### src/rtl/pool_pkg.sv
`default_nettype none
// ============================================================================
// pool_pkg : shared mode type and combine helpers for pool2d_stream | rev 1.0
// ============================================================================
package pool_pkg;

  typedef enum logic {POOL_MAX = 1'b0, POOL_AVG = 1'b1} pool_mode_e;

  // Combine operands are carried at this width; callers sign-extend in and truncate out.
  localparam int POOL_ACC_MAX_W = 32;

  function automatic int acc_w(input int data_w, input int k);
    return data_w + 2 * $clog2(k);
  endfunction

  function automatic logic signed [POOL_ACC_MAX_W-1:0] pool_combine(
    input pool_mode_e                        mode,
    input logic signed [POOL_ACC_MAX_W-1:0]  a,
    input logic signed [POOL_ACC_MAX_W-1:0]  b
  );
    if (mode == POOL_AVG) return a + b;
    return (a > b) ? a : b;
  endfunction

endpackage
`default_nettype wire

### src/rtl/pool_row_buf.sv
`default_nettype none
// ============================================================================
// pool_row_buf : per-channel partial-window row buffer, sync write / async read | rev 1.0
// ============================================================================
module pool_row_buf #(
  parameter int DEPTH = 16,
  parameter int AW    = 4,
  parameter int W     = 20
) (
  input  logic                clk,
  input  logic                we,
  input  logic [AW-1:0]       waddr,
  input  logic signed [W-1:0] wdata,
  input  logic [AW-1:0]       raddr,
  output logic signed [W-1:0] rdata
);

  logic signed [W-1:0] mem_q [DEPTH];

  always_ff @(posedge clk) begin
    if (we) mem_q[waddr] <= wdata;
  end

  assign rdata = mem_q[raddr];

endmodule
`default_nettype wire

### src/rtl/pool2d_stream.sv
`default_nettype none
// ============================================================================
// pool2d_stream : streaming KxK stride-K MAX/AVG pooling, CH channels in lockstep | rev 1.0
// ============================================================================
module pool2d_stream
  import pool_pkg::*;
#(
  parameter int DATA_W = 16,
  parameter int CH     = 4,
  parameter int K      = 2,
  parameter int IMG_W  = 32,
  parameter int IMG_H  = 32
) (
  input  logic                 clk,
  input  logic                 rst_n,
  input  logic                 clr,
  input  logic                 mode,
  input  logic                 in_valid,
  output logic                 in_ready,
  input  logic [CH*DATA_W-1:0] in_data,
  output logic                 out_valid,
  input  logic                 out_ready,
  output logic [CH*DATA_W-1:0] out_data,
  output logic                 out_last
);

  localparam int LOG2K = $clog2(K);
  localparam int SHIFT = 2 * LOG2K;
  localparam int ACC_W = acc_w(DATA_W, K);
  localparam int NE    = IMG_W / K;
  localparam int AW    = (NE > 1) ? $clog2(NE) : 1;
  localparam int CW    = (IMG_W > 1) ? $clog2(IMG_W) : 1;
  localparam int RW    = (IMG_H > 1) ? $clog2(IMG_H) : 1;

  generate
    if (K != 2 && K != 4) begin : g_bad_k
      $error("pool2d_stream: K must be 2 or 4");
    end
    if ((IMG_W % K) != 0 || (IMG_H % K) != 0) begin : g_bad_dim
      $error("pool2d_stream: IMG_W and IMG_H must be multiples of K");
    end
    if (ACC_W > POOL_ACC_MAX_W) begin : g_bad_acc
      $error("pool2d_stream: accumulator wider than pool_combine operands");
    end
  endgenerate

  logic [CW-1:0]        col_q, col_d;
  logic [RW-1:0]        row_q, row_d;
  pool_mode_e           mode_q, w_mode;
  logic                 out_valid_q, out_last_q;
  logic [CH*DATA_W-1:0] out_data_q, out_data_d;
  logic                 w_acc, w_first, w_hfirst, w_hlast, w_vfirst, w_vlast, w_emit, w_lastpix;
  logic [AW-1:0]        w_cidx;

  assign in_ready  = !out_valid_q || out_ready;
  assign w_acc     = in_valid && in_ready;
  assign w_hfirst  = (col_q[LOG2K-1:0] == '0);
  assign w_hlast   = (col_q[LOG2K-1:0] == LOG2K'(K-1));
  assign w_vfirst  = (row_q[LOG2K-1:0] == '0);
  assign w_vlast   = (row_q[LOG2K-1:0] == LOG2K'(K-1));
  assign w_emit    = w_hlast && w_vlast;
  assign w_first   = (col_q == '0) && (row_q == '0);
  assign w_lastpix = (col_q == CW'(IMG_W-1)) && (row_q == RW'(IMG_H-1));
  assign w_cidx    = AW'(col_q >> LOG2K);
  // The frame's first beat already pools with the live mode input.
  assign w_mode    = w_first ? pool_mode_e'(mode) : mode_q;

  always_comb begin
    col_d = col_q + CW'(1);
    row_d = row_q;
    if (col_q == CW'(IMG_W-1)) begin
      col_d = '0;
      row_d = (row_q == RW'(IMG_H-1)) ? '0 : row_q + RW'(1);
    end
  end

  for (genvar c = 0; c < CH; c++) begin : g_ch
    logic signed [ACC_W-1:0] w_samp, w_hcomb, w_rd, w_vcomb, hacc_q;

    assign w_samp  = ACC_W'(signed'(in_data[c*DATA_W +: DATA_W]));
    assign w_hcomb = w_hfirst ? w_samp
                   : ACC_W'(pool_combine(w_mode, POOL_ACC_MAX_W'(hacc_q), POOL_ACC_MAX_W'(w_samp)));
    assign w_vcomb = w_vfirst ? w_hcomb
                   : ACC_W'(pool_combine(w_mode, POOL_ACC_MAX_W'(w_rd), POOL_ACC_MAX_W'(w_hcomb)));
    assign out_data_d[c*DATA_W +: DATA_W] = (w_mode == POOL_AVG) ? DATA_W'(w_vcomb >>> SHIFT)
                                                                 : DATA_W'(w_vcomb);

    always_ff @(posedge clk) begin
      if (w_acc) hacc_q <= w_hcomb;
    end

    pool_row_buf #(
      .DEPTH (NE),
      .AW    (AW),
      .W     (ACC_W)
    ) u_row_buf (
      .clk   (clk),
      .we    (w_acc && w_hlast),
      .waddr (w_cidx),
      .wdata (w_vcomb),
      .raddr (w_cidx),
      .rdata (w_rd)
    );
  end

  always_ff @(posedge clk or negedge rst_n) begin
    if (!rst_n) begin
      col_q       <= '0;
      row_q       <= '0;
      mode_q      <= POOL_MAX;
      out_valid_q <= 1'b0;
      out_data_q  <= '0;
      out_last_q  <= 1'b0;
    end else if (clr) begin
      col_q       <= '0;
      row_q       <= '0;
      mode_q      <= POOL_MAX;
      out_valid_q <= 1'b0;
      out_data_q  <= '0;
      out_last_q  <= 1'b0;
    end else begin
      if (w_acc) begin
        col_q <= col_d;
        row_q <= row_d;
        if (w_first) mode_q <= pool_mode_e'(mode);
      end
      // A completing beat can only be accepted when the register is free or draining.
      if (w_acc && w_emit) begin
        out_valid_q <= 1'b1;
        out_data_q  <= out_data_d;
        out_last_q  <= w_lastpix;
      end else if (out_ready) begin
        out_valid_q <= 1'b0;
      end
    end
  end

  assign out_valid = out_valid_q;
  assign out_data  = out_data_q;
  assign out_last  = out_last_q;

endmodule
`default_nettype wire

### config.mk
export PLATFORM = sky130hd
export DESIGN_NAME = pool2d_stream
export DESIGN_NICKNAME = d
export VERILOG_FILES = /design/src/rtl/pool_pkg.sv /design/src/rtl/pool_row_buf.sv /design/src/rtl/pool2d_stream.sv
export SDC_FILE = /design/constraint.sdc
export NUM_CORES = 2
export LEC_CHECK = 0
export BUFFER_PORTS_ARGS = -buffer_cell sky130_fd_sc_hd__clkbuf_2
export CORE_UTILIZATION = 52
export CTS_CLUSTER_DIAMETER = 40
export DETAILED_ROUTE_END_ITERATION = 7
export GPL_TIMING_DRIVEN = 0
export HOLD_SLACK_MARGIN = 0.05
export PLACE_DENSITY_LB_ADDON = 0.2
export SLEW_MARGIN = 10
export SYNTH_ARGS = -nofsm -noshare
export SYNTH_HDL_FRONTEND = slang
export SYNTH_SLANG_ARGS = --single-unit
### constraint.sdc
create_clock -name clk -period 20.9 [get_ports clk]
set_input_delay 3.135 -clock clk [delete_from_list [all_inputs] [get_ports clk]]
set_output_delay 3.135 -clock clk [all_outputs]
set_load 0.02 [all_outputs]
==> metrics <==
outcome completed; cell mode on critical path clkbuf_1; Hold WC Path Type flop to flop; Slew HR 11.38%; PortBufs 136; Num CTS Buffers 170; CTS Hold Bufs 0; cell area after placement 67830 µm²; largest net degree at the start of global routing 78; Hold Startpoint out_data[34]$_DFFE_PN0P_; synthesized area 62690 µm²; worst hold endpoint out_data[34]$_DFFE_PN0P_; Post-Place Cells 5965; design area 73540 µm²; Worst R2R Path Depth 25; Final Power 0.007038 W; element type at the critical path end flop; RR Startpoint row_q[0]$_DFFE_PN0P_; num rows 127; root buffer cell clkbuf_16; Achievable Freq 0.07809 GHz; Area Growth Syn to Fin 17.31%; reg2reg end g_ch[2].u_row_buf.mem_q[0][4]$_DFFE_PP_; Synth Net Count 4444; drt pass-1 iters 5; max-cap viol count 0; GPL Wtd Cong 1.010; sequential area share after synthesis 61.70%; DRC viols 0; via count 41750; H-tree levels 4; fin. max-slew vios 0; Detailed Route Iter0 Violations 5427; Main synth FF type edfxtp_1; number of global-route vias before repair 39970; top-count cell post-synth edfxtp_1; Finish-stage setup viols 0; Final Cycle Share 61.28%; antenna fix cells 0; Clock Latency Late Sink 800 ps; Hold Path Depth 2; min Tclk post-route 12810 ps; Post-synth top cells 1224 x edfxtp_1, 360 x mux4_2, 286 x ha_1; Synth Register Bits 1301; Starting Density 52.39%; Total GRT Usage 34.95%; Finished Layout Cells 6275; total gr overflow 0; crit start category flop; WL final 212200 µm; Post-DP HPWL 152600 µm; Die W 349.2 µm; critical path's top delay family buffers and inverters; actual slew at the worst max-slew pin 1329 ps; via/cell ratio 6.653; share of the synthesized area in the top cell type 58.63%; Ys Warns 0; top cells by area, synth edfxtp_1 59%, mux4_2 13%, ha_1 5.7%, dfrtp_1 3.1%, inv_1 1.5%; post-CTS setup buffer count 0; TritonCTS clock tree yes; unrepaired setup endpoints after global routing false; number of synthesized flops with an enable pin 1224; die height 349.2 µm; Clock Path Buffers 3; die area 122000 µm²; Arr. time, crit path 13330 ps; Core Box Area 119700 µm²; LEAKAGE 25.80 nW; initial antenna violation count 8; WL/cell 33.82 µm; clock sink count 1301; highest net fanout along the worst path 13; clk slew on worst S/H paths 60 ps; Clock Skew 36.71 ps; Power per Cell Area 95.71 nW/µm²; CP peak stage delay 990 ps; Worst Setup SP row_q[0]$_DFFE_PN0P_; post-synth top area cell edfxtp_1; maximum vdd drop 0.09172 mV; Distinct cells, synth 92; first-pass GRT wire length 296800 µm; worst endpoint required time 21430 ps; layout cells sized above 1 22.60%; final hold vios 0; CP bufs+invs 10; nets 4891; R2R Setup Slk 8090 ps; post-route ant nets 0; Synth Area per Inst 15.37 µm²; CP max-delay cell clkbuf_1; Post-Synthesis Cells 4080; Worst Setup Path Type flop to flop; post-cts resize count 0; number of I/O pins 137; ys async rst share 5.919%
## through the flow
stage                     hold WS [ps]  setup TNS [ps]  util (%)  setup slack [ps]
final                            477.2               0     61.46              8093
after detailed placement         460.3               0     56.68              8750
after floorplan                  523.1               0         -              9034
after global placement           455.1         -115530     54.65            -804.2
after CTS                        470.1               0     61.44              8742
after global routing             484.0               0     61.46              8175
## kinds of logic (layout without fill, tap and decap cells)
| family | after synthesis | after routing | synth area share [%] |
|---|---|---|---|
| AO/OA/AOI/OAI | 819 | 819 | 9.171 |
| flip-flops | 1301 | 1301 | 61.70 |
| multiplexers | 374 | 374 | 13.16 |
| adder cells (fa/ha/maj) | 294 | 294 | 5.964 |
| buffers and inverters | 449 | 1032 | 2.868 |
| XOR/XNOR | 83 | 83 | 1.160 |
| AND/OR/NAND/NOR | 760 | 760 | 5.974 |
## registers in the layout (all words and copies together), names as in the netlist
signal                cells
row_q                     5
mode_q                    1
out_data                 64
out_valid                 1
g_ch.hacc_q              72
out_last                  1
col_q                     5
g_ch.u_row_buf.mem_q   1152
## how the worst max path moves through the flow
stage               cells after the start                                        to  slack, ps
finish                                 25   g_ch[2].u_row_buf.mem_q[0][4]$_DFFE_PP_       8090
global route                           26  g_ch[3].u_row_buf.mem_q[13][4]$_DFFE_PP_       8170
CTS                                    26  g_ch[3].u_row_buf.mem_q[13][4]$_DFFE_PP_       8740
detailed placement                     26  g_ch[3].u_row_buf.mem_q[10][4]$_DFFE_PP_       8750
global placement                        9  g_ch[2].u_row_buf.mem_q[0][10]$_DFFE_PP_       -800
floorplan                               6   g_ch[0].u_row_buf.mem_q[2][0]$_DFFE_PP_       9030
## cell usage in the layout (no fill, tap or decap), types with 27 or more instances in the layout
master | netlist | layout
a22oi_1 | 34 | 31
o21ai_0 | 108 | 101
mux4_2 | 360 | 360
nor2_1 | 227 | 214
nor2b_1 | 44 | 44
o211ai_1 | 27 | 27
nand4_1 | 28 | 28
nand3_1 | 61 | 61
clkbuf_16 | 0 | 176
ha_1 | 286 | 286
inv_1 | 257 | 257
clkbuf_2 | 1 | 136
buf_4 | 8 | 47
nand2_1 | 155 | 155
o21bai_1 | 28 | 28
a21o_1 | 36 | 36
dfrtp_1 | 77 | 77
a31oi_1 | 29 | 28
edfxtp_1 | 1224 | 1224
nand2b_1 | 36 | 36
buf_12 | 0 | 27
a21oi_1 | 177 | 173
a211oi_1 | 36 | 33
buf_6 | 1 | 33
buf_2 | 59 | 62
o22ai_1 | 48 | 40
nor3_1 | 69 | 65
buf_16 | 0 | 30
clkbuf_1 | 98 | 119
xnor2_1 | 59 | 59
## where the power goes
part           switching (W)  internal, W  total, W
combinational       0.000757     0.000377   0.00113
sequential         0.0000175      0.00296   0.00298
clock                0.00114      0.00178   0.00292
total                0.00192      0.00512   0.00704
## worst min-delay path: stages, from the launching register on
cell	delay [ps]
dfrtp_1	340
nand2_1	50
nand2_1	50
## area by class of cell
class                           instances  area, µm²
Fill cell                            8805      46110
Timing Repair Buffer                  275       2836
Clock buffer                          199       4501
Sequential cell                      1301      38680
Clock inverter                        109       1186
Inverter                              258      968.4
Multi-Input combinational cell       2330      22520
Tap cell                             1612       2017
Buffer                                191      833.3
## layer usage
| layer | share of wire (%) | vias to the layer above | GRT usage, % |
|---|---|---|---|
| met3 | 11 | 474 | 7.883 |
| met2 | 45 | 2634 | 53.04 |
| li1 | - | 17210 | - |
| met1 | 39 | 21420 | 49.18 |
| met5 | 0.011 | - | 0 |
| met4 | 4.4 | 4 | 13.84 |
Note: power is estimated with default switching activity, not from simulation.
